<file path="src/rtl/weight_loader_pkg.sv">
// Shared types and constants for the weight loader: FSM state encoding,
// header/checksum sizes and the header length sanity check.
package weight_loader_pkg;

    typedef enum logic [2:0] {
        IDLE,
        HDR_LO,
        HDR_HI,
        DATA,
        CSUM
    } state_t;

    localparam int HDR_BYTES  = 2;
    localparam int CSUM_WIDTH = 8;

    // A zero-length image is as unusable as one that overflows the store.
    function automatic logic len_is_bad(input logic [8*HDR_BYTES-1:0] n, input int max_words);
        return (n == '0) || (int'(n) > max_words);
    endfunction

endpackage

</file>
<file path="src/rtl/weight_loader_if.sv">
// Byte stream in, word writes out. The master modport is the loader side,
// the slave modport is whoever feeds bytes and owns the weight memory.
interface weight_loader_if #(
    parameter int DATA_WIDTH = 32,
    parameter int ADDR_WIDTH = 16
);

    logic [7:0]            in_data;
    logic                  in_valid;
    logic                  in_ready;
    logic                  mem_we;
    logic [ADDR_WIDTH-1:0] mem_addr;
    logic [DATA_WIDTH-1:0] mem_wdata;

    modport master (
        input  in_data,
        input  in_valid,
        output in_ready,
        output mem_we,
        output mem_addr,
        output mem_wdata
    );

    modport slave (
        output in_data,
        output in_valid,
        input  in_ready,
        input  mem_we,
        input  mem_addr,
        input  mem_wdata
    );

endinterface

</file>
<file path="src/rtl/weight_loader_byte_packer.sv">
// Packs accepted bytes little-endian into a DATA_WIDTH word and presents the
// finished word for one cycle after its last byte arrives.
module byte_packer #(
    parameter int DATA_WIDTH = 32
) (
    input  logic                  clk,
    input  logic                  rst,
    input  logic                  clear,
    input  logic                  byte_valid,
    input  logic [7:0]            byte_in,
    output logic                  last_byte,
    output logic [DATA_WIDTH-1:0] word,
    output logic                  word_valid
);

    localparam int BYTES = DATA_WIDTH / 8;
    localparam int IDX_W = (BYTES > 1) ? $clog2(BYTES) : 1;

    logic [IDX_W-1:0]      idx;
    logic [DATA_WIDTH-1:0] acc;
    logic [DATA_WIDTH-1:0] merged;

    assign last_byte = (idx == IDX_W'(BYTES - 1));

    always_comb begin
        merged = acc;
        merged[idx*8 +: 8] = byte_in;
    end

    // The output word only changes on completion, so it stays stable for the
    // whole write cycle regardless of what the next word is doing.
    always_ff @(posedge clk) begin
        if (rst) begin
            idx        <= '0;
            acc        <= '0;
            word       <= '0;
            word_valid <= 1'b0;
        end else if (clear) begin
            idx        <= '0;
            acc        <= '0;
            word_valid <= 1'b0;
        end else begin
            word_valid <= 1'b0;
            if (byte_valid) begin
                if (last_byte) begin
                    idx        <= '0;
                    acc        <= '0;
                    word       <= merged;
                    word_valid <= 1'b1;
                end else begin
                    idx <= idx + 1'b1;
                    acc <= merged;
                end
            end
        end
    end

endmodule

</file>
<file path="src/rtl/weight_loader.sv">
// Loads a length-prefixed, checksummed weight image from a byte stream into
// the weight memory, one word write per DATA_WIDTH/8 bytes from address 0.
module weight_loader
    import weight_loader_pkg::*;
#(
    parameter int DATA_WIDTH = 32,
    parameter int ADDR_WIDTH = 16,
    parameter int NUM_WORDS  = 4096
) (
    input  logic                  clk,
    input  logic                  rst,
    input  logic                  start,
    weight_loader_if.master       bus,
    output logic                  busy,
    output logic                  done,
    output logic                  error,
    output logic [ADDR_WIDTH:0]   words_written
);

    localparam int LEN_W = 8 * HDR_BYTES;

    state_t                  state;
    state_t                  next_state;
    logic                    ready;
    logic                    accept;
    logic                    start_load;
    logic                    data_accept;
    logic [7:0]              hdr_lo;
    logic [LEN_W-1:0]        hdr_len;
    logic                    hdr_bad;
    logic [LEN_W-1:0]        n_words;
    logic [LEN_W-1:0]        words_packed;
    logic                    last_word;
    logic [ADDR_WIDTH-1:0]   addr;
    logic [CSUM_WIDTH-1:0]   csum;
    logic                    last_byte;
    logic                    word_valid;
    logic [DATA_WIDTH-1:0]   word;

    assign accept      = bus.in_valid && ready;
    assign start_load  = (state == IDLE) && start;
    assign data_accept = accept && (state == DATA);
    assign hdr_len     = {bus.in_data, hdr_lo};
    assign hdr_bad     = len_is_bad(hdr_len, NUM_WORDS);
    assign last_word   = (words_packed == n_words - 1'b1);

    byte_packer #(
        .DATA_WIDTH (DATA_WIDTH)
    ) u_packer (
        .clk        (clk),
        .rst        (rst),
        .clear      (start_load),
        .byte_valid (data_accept),
        .byte_in    (bus.in_data),
        .last_byte  (last_byte),
        .word       (word),
        .word_valid (word_valid)
    );

    always_ff @(posedge clk) begin
        if (rst) begin
            state <= IDLE;
        end else begin
            state <= next_state;
        end
    end

    always_comb begin
        next_state = state;
        ready      = 1'b0;
        case (state)
            IDLE: begin
                if (start) next_state = HDR_LO;
            end
            HDR_LO: begin
                ready = 1'b1;
                if (bus.in_valid) next_state = HDR_HI;
            end
            HDR_HI: begin
                ready = 1'b1;
                if (bus.in_valid) next_state = hdr_bad ? IDLE : DATA;
            end
            DATA: begin
                ready = 1'b1;
                if (bus.in_valid && last_byte && last_word) next_state = CSUM;
            end
            CSUM: begin
                ready = 1'b1;
                if (bus.in_valid) next_state = IDLE;
            end
            default: next_state = IDLE;
        endcase
    end

    // words_packed counts words whose last byte has arrived (drives the exit
    // from DATA); addr and words_written follow the delayed write strobe.
    always_ff @(posedge clk) begin
        if (rst) begin
            hdr_lo        <= '0;
            n_words       <= '0;
            words_packed  <= '0;
            addr          <= '0;
            csum          <= '0;
            done          <= 1'b0;
            error         <= 1'b0;
            words_written <= '0;
        end else begin
            done <= 1'b0;
            if (start_load) begin
                error         <= 1'b0;
                words_written <= '0;
                csum          <= '0;
                addr          <= '0;
                words_packed  <= '0;
            end else begin
                if (accept && state == HDR_LO) begin
                    hdr_lo <= bus.in_data;
                end
                if (accept && state == HDR_HI) begin
                    n_words <= hdr_len;
                    if (hdr_bad) begin
                        done  <= 1'b1;
                        error <= 1'b1;
                    end
                end
                if (data_accept) begin
                    csum <= csum + bus.in_data;
                    if (last_byte) words_packed <= words_packed + 1'b1;
                end
                if (accept && state == CSUM) begin
                    done  <= 1'b1;
                    error <= (bus.in_data != csum);
                end
                if (word_valid) begin
                    addr          <= addr + 1'b1;
                    words_written <= words_written + 1'b1;
                end
            end
        end
    end

    assign bus.in_ready  = ready;
    assign bus.mem_we    = word_valid;
    assign bus.mem_addr  = addr;
    assign bus.mem_wdata = word;
    assign busy          = (state != IDLE);

endmodule

</file>
<file path="src/flat_wrapper.sv">
// flat-port wrapper written by rule: the top's interface ports become plain ports
module weight_loader_flat import weight_loader_pkg::*;
#(
    parameter int DATA_WIDTH = 32,
    parameter int ADDR_WIDTH = 16,
    parameter int NUM_WORDS  = 4096
)
  (clk, rst, start, busy, done, error, words_written, bus_in_data, bus_in_valid, bus_in_ready, bus_mem_we, bus_mem_addr, bus_mem_wdata);
  weight_loader_if #(.DATA_WIDTH(DATA_WIDTH), .ADDR_WIDTH(ADDR_WIDTH)) bus_i ();
  input  logic clk;
  input  logic rst;
  input  logic start;
  output logic busy;
  output logic done;
  output logic error;
  output logic [ADDR_WIDTH:0] words_written;
  input wire logic [$bits(bus_i.in_data)-1:0] bus_in_data;
  input wire logic [$bits(bus_i.in_valid)-1:0] bus_in_valid;
  output wire logic [$bits(bus_i.in_ready)-1:0] bus_in_ready;
  output wire logic [$bits(bus_i.mem_we)-1:0] bus_mem_we;
  output wire logic [$bits(bus_i.mem_addr)-1:0] bus_mem_addr;
  output wire logic [$bits(bus_i.mem_wdata)-1:0] bus_mem_wdata;
  assign bus_i.in_data = bus_in_data;
  assign bus_i.in_valid = bus_in_valid;
  assign bus_in_ready = bus_i.in_ready;
  assign bus_mem_we = bus_i.mem_we;
  assign bus_mem_addr = bus_i.mem_addr;
  assign bus_mem_wdata = bus_i.mem_wdata;
  weight_loader #(.DATA_WIDTH(DATA_WIDTH), .ADDR_WIDTH(ADDR_WIDTH), .NUM_WORDS(NUM_WORDS)) u_core (.clk(clk), .rst(rst), .start(start), .bus(bus_i), .busy(busy), .done(done), .error(error), .words_written(words_written));
endmodule
</file>
<file path="config.mk">
export PLATFORM = sky130hd
export DESIGN_NAME = weight_loader_flat
export DESIGN_NICKNAME = d
export VERILOG_FILES = /design/src/rtl/weight_loader_pkg.sv /design/src/rtl/weight_loader_if.sv /design/src/rtl/weight_loader_byte_packer.sv /design/src/rtl/weight_loader.sv /design/src/flat_wrapper.sv
export SDC_FILE = /design/constraint.sdc
export NUM_CORES = 1
export LEC_CHECK = 0
export BUFFER_PORTS_ARGS = -buffer_cell sky130_fd_sc_hd__buf_2
export CAP_MARGIN = 10
export CORE_ASPECT_RATIO = 1.75
export CORE_MARGIN = 8
export CORE_UTILIZATION = 55
export CTS_BUF_LIST = sky130_fd_sc_hd__clkbuf_16
export CTS_CLUSTER_SIZE = 24
export DETAILED_ROUTE_END_ITERATION = 10
export PLACE_DENSITY = 0.83
export SYNTH_ARGS = -nofsm -noshare
export SYNTH_HDL_FRONTEND = slang
export SYNTH_HIERARCHICAL = 1
export SYNTH_SLANG_ARGS = --single-unit
export TNS_END_PERCENT = 30
</file>
<file path="constraint.sdc">
create_clock -name clk -period 2.72 [get_ports clk]
set_clock_uncertainty 0.15 [all_clocks]
set_input_delay 0.272 -clock clk [delete_from_list [all_inputs] [get_ports clk]]
set_output_delay 0.272 -clock clk [all_outputs]
set_load 0.01 [all_outputs]
</file>
After elaboration in Yosys (flattened, before gate mapping) --
Index checks and enable logic that the tools add are counted.
Word-level totals: register bits after elaboration 153, input port bits 12, logic and storage cells 78
Cells by class: $add $sub $neg 7, order comparisons 1, equal/unequal tests 12, shift-type cells 2, muxes and demuxes 18, bitwise operators 2, reduce and logical (&&, ||, !) cells 23
Operator list (number):
- 5-bit negation with 34-bit output | 1
- 8-bit by 34-bit variable shift with 32-bit output (first input constant) | 1
- 8-bit by 34-bit indexed part select with 32-bit output | 1
- 16-bit by 1-bit adder with 16-bit output (second input constant) | 2
- 32-bit bitwise mux | 1
- 32-bit 2-to-1 mux | 1
- 17-bit by 1-bit adder with 17-bit output (second input constant) | 1
- 16-bit equality test | 1
- 16-bit by 13-bit > comparator with 1-bit output (second input constant) | 1
- 16-bit zero test | 1
- 16-bit by 1-bit subtractor with 16-bit output (second input constant) | 1
- 3-bit 2-to-1 mux | 5
- 3-bit case mux with 5 select lines | 1
- 2-bit inequality test (second input constant) | 5
- 8-bit adder | 1
- 1-bit logical AND | 8
- 1-bit 2-to-1 mux | 8
- 8-bit inequality test | 1
- 2-bit AND reduction | 4
- 3-bit by 2-bit equality test with 1-bit output (second input constant) | 2
- 5-bit AND reduction | 1
- 2-bit 2-to-1 mux | 2
- 2-bit nonzero test | 2
- 4-bit OR reduction | 1
- other kinds (11) | 12

Longest topological paths before layout --
depth after elaboration 7, depth in mapped cells 10

Hierarchy --
Netlist, hierarchy kept.
Modules (own cells, without submodules):
- weight_loader | instances 1, cells each 532, area each 4429.2 µm²
- byte_packer | instances 1, cells each 261, area each 2466.1 µm²

Least setup slack after synthesis --
No wires, ideal clock.
path kind reg2reg, from register u_core.n_words[0], to register u_core.state[1], arrival 2.099 ns, required time 2.433 ns, setup slack 0.333 ns, stages on the path, launching flop included 11, period minus slack after synthesis 2.387 ns, cell sequence dfxtp_1 > clkbuf_1 > inv_1 > ha_1 > buf_2 > nor2b_1 > or3_1 > a31oi_1 > nand4_1 > a2111oi_2 > a31oi_1
On the way: cells in the longest elaborated chain, start to end 5
Ends and longest elaborated chain:
- start, declared | line weight_loader.sv:31 | logic [LEN_W-1:0] n_words;
- start signal, assigned | line weight_loader.sv:120 | n_words <= hdr_len;
- 16-bit by 1-bit subtractor with 16-bit output | line weight_loader.sv:45 | assign last_word = (words_packed == n_words - 1'b1);
- 16-bit equality test | line weight_loader.sv:45
- 1-bit logical AND | line weight_loader.sv:85 | if (bus.in_valid && last_byte && last_word) next_state = CSUM;
- 2-bit inequality test (no line)
- 5-bit AND reduction (no line)
- end signal, assigned | line weight_loader.sv:64 | state <= next_state;
- end, declared | line weight_loader.sv:22 | state_t state;
No other way between the ends. A chain may end at the register's enable or synchronous reset.

Final worst setup path --
Ends and elaborated chain as after synthesis.

==> metrics.txt <==
# TYPE chip_impl_metric gauge
chip_impl_info{name="critical_path.endpoint_type",value="flop"} 1
chip_impl_info{name="r2r_start",value="u_core/n_words[0]$_SDFFE_PP0P_"} 1
chip_impl_metric{name="top_level_ports",unit=""} 82
chip_impl_metric{name="post_synth_instance_area",unit="um2"} 6900
chip_impl_metric{name="period_share",unit=""} 0.952
chip_impl_metric{name="cp_slowest_stage_delay",unit="ps"} 530
chip_impl_metric{name="grt_max_degree",unit=""} 59
chip_impl_info{name="hold_path.class",value="in -> reg"} 1
chip_impl_metric{name="fraction_of_power_spent_switching_nets",unit=""} 0.261
chip_impl_info{name="grt_setup_unrepaired",value="false"} 1
chip_impl_info{name="cts_root_buffer",value="clkbuf_16"} 1
chip_impl_metric{name="fin_hold_ws",unit="ps"} 41.3
chip_impl_metric{name="floorplan.core_area",unit="um2"} 12400
chip_impl_metric{name="final_max_slew_viol_count",unit=""} 0
chip_impl_metric{name="grt_pass1_vias",unit=""} 6058
chip_impl_metric{name="clock_buffer_count_from_cts",unit=""} 17
chip_impl_metric{name="timing.final.setup_violations",unit=""} 0
chip_impl_metric{name="final_antenna_net_count",unit=""} 0
chip_impl_metric{name="yosysWarningCount",unit=""} 6
chip_impl_info{name="synth-main-ff-cell",value="dfxtp_1"} 1
chip_impl_metric{name="power_switching",unit="uW"} 1310
chip_impl_metric{name="grt_antenna_before_repair",unit=""} 0
chip_impl_metric{name="gr-total-overflow",unit=""} 0
chip_impl_metric{name="synth_seq_cells",unit=""} 145
chip_impl_metric{name="tritoncts_num_sinks",unit=""} 145
chip_impl_info{name="critical_path.slowest_cell",value="nor3b_1"} 1
chip_impl_metric{name="global_route_wire_length_before_repair",unit="mm"} 29.2
chip_impl_info{name="clock_tree_from_tritoncts",value="done"} 1
chip_impl_info{name="synth_top_area_cell",value="dfxtp_1"} 1
chip_impl_metric{name="start_util",unit=""} 0.558
chip_impl_metric{name="post-cts-setup-buffers",unit=""} 0
chip_impl_metric{name="cp.required",unit="ps"} 2850
chip_impl_metric{name="cap_viol_max_count",unit=""} 0
chip_impl_metric{name="detail_route.wl_per_cell",unit="um"} 17.3
chip_impl_metric{name="worstRegToRegCells",unit=""} 8
chip_impl_info{name="layout.cells.most_common",value="dfxtp_1"} 1
chip_impl_info{name="worstPathCellList",value="inv_1 > ha_1 > nor3b_1 > nand3_1 > nor2_1 > o311ai_0 > a2111oi_2 > a31oi_1"} 1
chip_impl_metric{name="finalSetupTns",unit="ps"} 0
chip_impl_metric{name="postRouteWirelength",unit="mm"} 18.2
chip_impl_metric{name="cts_hold_repair.buffers",unit=""} 0
chip_impl_metric{name="critical_path_peak_fanout",unit=""} 7
chip_impl_metric{name="numPortBuffers",unit=""} 81
chip_impl_metric{name="htreeDepth",unit=""} 4
chip_impl_metric{name="vdd_ir_drop_max",unit="uV"} 482
chip_impl_metric{name="synth.avg_cell_area",unit="um2"} 8.70
chip_impl_metric{name="antennaDiodeCount",unit=""} 0
chip_impl_metric{name="final-hold-violation-count",unit=""} 0
chip_impl_metric{name="die-width",unit="um"} 101
chip_impl_metric{name="cts.repair.resized",unit=""} 0
chip_impl_metric{name="hpwl",unit="mm"} 13.1
chip_impl_metric{name="worstPathArrival",unit="ps"} 2720
chip_impl_metric{name="crit_cells",unit=""} 8
chip_impl_metric{name="internal_power",unit="uW"} 3710
chip_impl_metric{name="drc_violations",unit=""} 0
chip_impl_metric{name="synth_edf_count",unit=""} 0
chip_impl_metric{name="yosys.area.top_type_share",unit=""} 0.421
chip_impl_metric{name="r2r_slack",unit="ps"} 130
chip_impl_info{name="startpoint_type",value="flop"} 1
chip_impl_info{name="cpLargestDelayFamily",value="compound AO/OA/AOI/OAI gates"} 1
chip_impl_metric{name="period_needed",unit="ps"} 2590
chip_impl_metric{name="dr_total_vias",unit=""} 6195
chip_impl_metric{name="power_density",unit="nW/um2"} 618
chip_impl_metric{name="worst_skew_pair.late_latency",unit="ps"} 420
chip_impl_metric{name="ratio_of_cells_with_drive_above_1_in_the_final_layout",unit=""} 0.180
chip_impl_info{name="yosys-top-cells-area",value="dfxtp_1 42%, nor2_1 5.7%, xor2_1 5.1%, nand2_1 3.9%, a21oi_1 3.3%"} 1
chip_impl_info{name="worstSetupEndpoint",value="u_core/state[1]$_SDFFE_PP0P_"} 1
chip_impl_metric{name="power_frac_clock",unit=""} 0.447
chip_impl_metric{name="mappedNetlistNets",unit=""} 822
chip_impl_metric{name="timing_worst_slew_pin_value",unit="ps"} 642
chip_impl_metric{name="syn-instance-count",unit=""} 793
chip_impl_metric{name="num-nets-final",unit=""} 906
chip_impl_metric{name="p_comb_frac",unit=""} 0.111
chip_impl_metric{name="fin_total_pwr",unit="uW"} 5020
chip_impl_metric{name="synthArstFlopShare",unit=""} 0
chip_impl_metric{name="row_count",unit=""} 54
chip_impl_info{name="commonest_non_fill_non_tap_cells_in_the_layout",value="145 x dfxtp_1, 104 x nor2_1, 81 x buf_2, 71 x nand2_1, 46 x a21oi_1"} 1
chip_impl_metric{name="ctsLongestPathBuffers",unit=""} 2
chip_impl_metric{name="timing.critical_path.buf_inv",unit=""} 1
chip_impl_info{name="cp_class",value="reg -> reg"} 1
chip_impl_metric{name="yosys.cell_types.count",unit=""} 64
chip_impl_metric{name="seqPwrFrac",unit=""} 0.443
chip_impl_info{name="worst_r2r_endpoint",value="u_core/state[1]$_SDFFE_PP0P_"} 1
chip_impl_metric{name="synth-seq-area-share",unit=""} 0.421
chip_impl_metric{name="floorplan.die_area",unit="um2"} 16500
chip_impl_info{name="outcome",value="complete, no violations"} 1
chip_impl_metric{name="path_clk_slew",unit="ps"} 60
chip_impl_metric{name="slew-limit-headroom",unit=""} 0.571
chip_impl_metric{name="gp_congestion",unit=""} 0.963
chip_impl_metric{name="postLayoutCoreUtil",unit=""} 0.657
chip_impl_metric{name="finalNonFillerCells",unit=""} 1055
chip_impl_metric{name="area_growth",unit="%"} 17.7
chip_impl_metric{name="dieHeight",unit="um"} 164
chip_impl_metric{name="leakagePower",unit="uW"} 0.00317
chip_impl_metric{name="n_fill_cell",unit=""} 988
chip_impl_metric{name="fmaxAchievable",unit="MHz"} 386
chip_impl_metric{name="grt.total_usage",unit=""} 0.222
chip_impl_metric{name="drt-vias-per-instance",unit=""} 5.87
chip_impl_info{name="critical_path.startpoint",value="u_core/n_words[0]$_SDFFE_PP0P_"} 1
chip_impl_metric{name="detailed_router_s_first_iteration_violation_count",unit=""} 416
chip_impl_metric{name="dpl.cell_count",unit=""} 1026
chip_impl_metric{name="first_pass_iters",unit=""} 5
metrics by stage:
step                setup WS [ps]  instance area [um2]
global route                 11.6                 8120
floorplan                     333                 6900
detailed placement            246                 7560
finish                        131                 8120
CTS                           215                 8120
global placement              344                 7560
final cells by class:
class | count | area (um2) | area share
clock inverters | 12 | 131 | 0.0162
multi-input cells | 583 | 3720 | 0.459
well taps | 168 | 210 | 0.0259
repair buffers | 113 | 658 | 0.0811
clock buffers | 17 | 425 | 0.0524
flip-flops and latches | 145 | 2900 | 0.358
inverters | 17 | 65.1 | 0.00801
cells by family (layout without fill, tap and decap cells):
group	after synthesis	count (layout)	share of synthesized area
AND/OR/NAND/NOR	352	352	0.266
flip-flops	145	145	0.421
AO/OA/AOI/OAI	133	133	0.136
XOR/XNOR	66	66	0.0838
buffers and inverters	65	159	0.0397
multiplexers	15	15	0.0218
adder cells (fa/ha/maj)	17	17	0.0319
Yosys cell counts (10+ instances only):
| master | number |
|---|---|
| buf_2 | 12 |
| inv_1 | 16 |
| nand3_1 | 35 |
| a21oi_1 | 46 |
| ha_1 | 16 |
| nand4_1 | 26 |
| xnor2_1 | 26 |
| o21ai_0 | 11 |
| a311oi_1 | 16 |
| and3_1 | 10 |
| a22o_1 | 15 |
| nor3_1 | 20 |
| nand2b_1 | 16 |
| mux2i_1 | 15 |
| nand2_1 | 71 |
| nor2_1 | 104 |
| xor2_1 | 40 |
| clkbuf_1 | 29 |
| dfxtp_1 | 145 |
per-layer routing:
metal,global-route usage,share of wire,vias to the layer above
met5,0,0,-
met3,0.0399,0.046,61
li1,-,-,2976
met2,0.404,0.52,222
met4,0.143,0.050,0
met1,0.225,0.38,2936
flip-flops by register name (all words and copies together), names as in the netlist:
name,flops
u_core/error,1
u_core/csum,8
u_core/words_written,17
u_core/n_words,16
u_core/hdr_lo,8
u_core/state,3
u_core/bus.mem_addr,16
u_core/u_packer/idx,2
u_core/u_packer/word_valid,1
u_core/u_packer/acc,24
u_core/words_packed,16
u_core/u_packer/word,32
u_core/done,1
worst min path at each step:
stage / from / to / slack [ps] / depth (start not counted)
2_1_floorplan: bus_in_data[3] / u_core/u_packer/acc[11]$_SDFFE_PP0P_ / 250 / 1
3_3_place_gp: u_core/u_packer/word[26]$_SDFFE_PP0P_ / u_core/u_packer/word[26]$_SDFFE_PP0P_ / 290 / 2
3_5_place_dp: u_core/u_packer/word[31]$_SDFFE_PP0P_ / u_core/u_packer/word[31]$_SDFFE_PP0P_ / 290 / 2
4_1_cts: bus_in_data[0] / u_core/u_packer/word[24]$_SDFFE_PP0P_ / 30 / 3
5_1_grt: bus_in_data[0] / u_core/u_packer/acc[8]$_SDFFE_PP0P_ / 60 / 2
6_report: bus_in_data[0] / u_core/u_packer/acc[8]$_SDFFE_PP0P_ / 40 / 2
power by group through the flow:
stage	clock network [uW]	registers, uW	logic [uW]
5_1_grt	2360	2220	594
3_3_place_gp	0	2260	536
3_5_place_dp	0	2260	541
4_1_cts	2260	2220	545
6_report	2240	2220	554
2_1_floorplan	0	2240	375
Note: power is estimated with default switching activity, not from simulation.
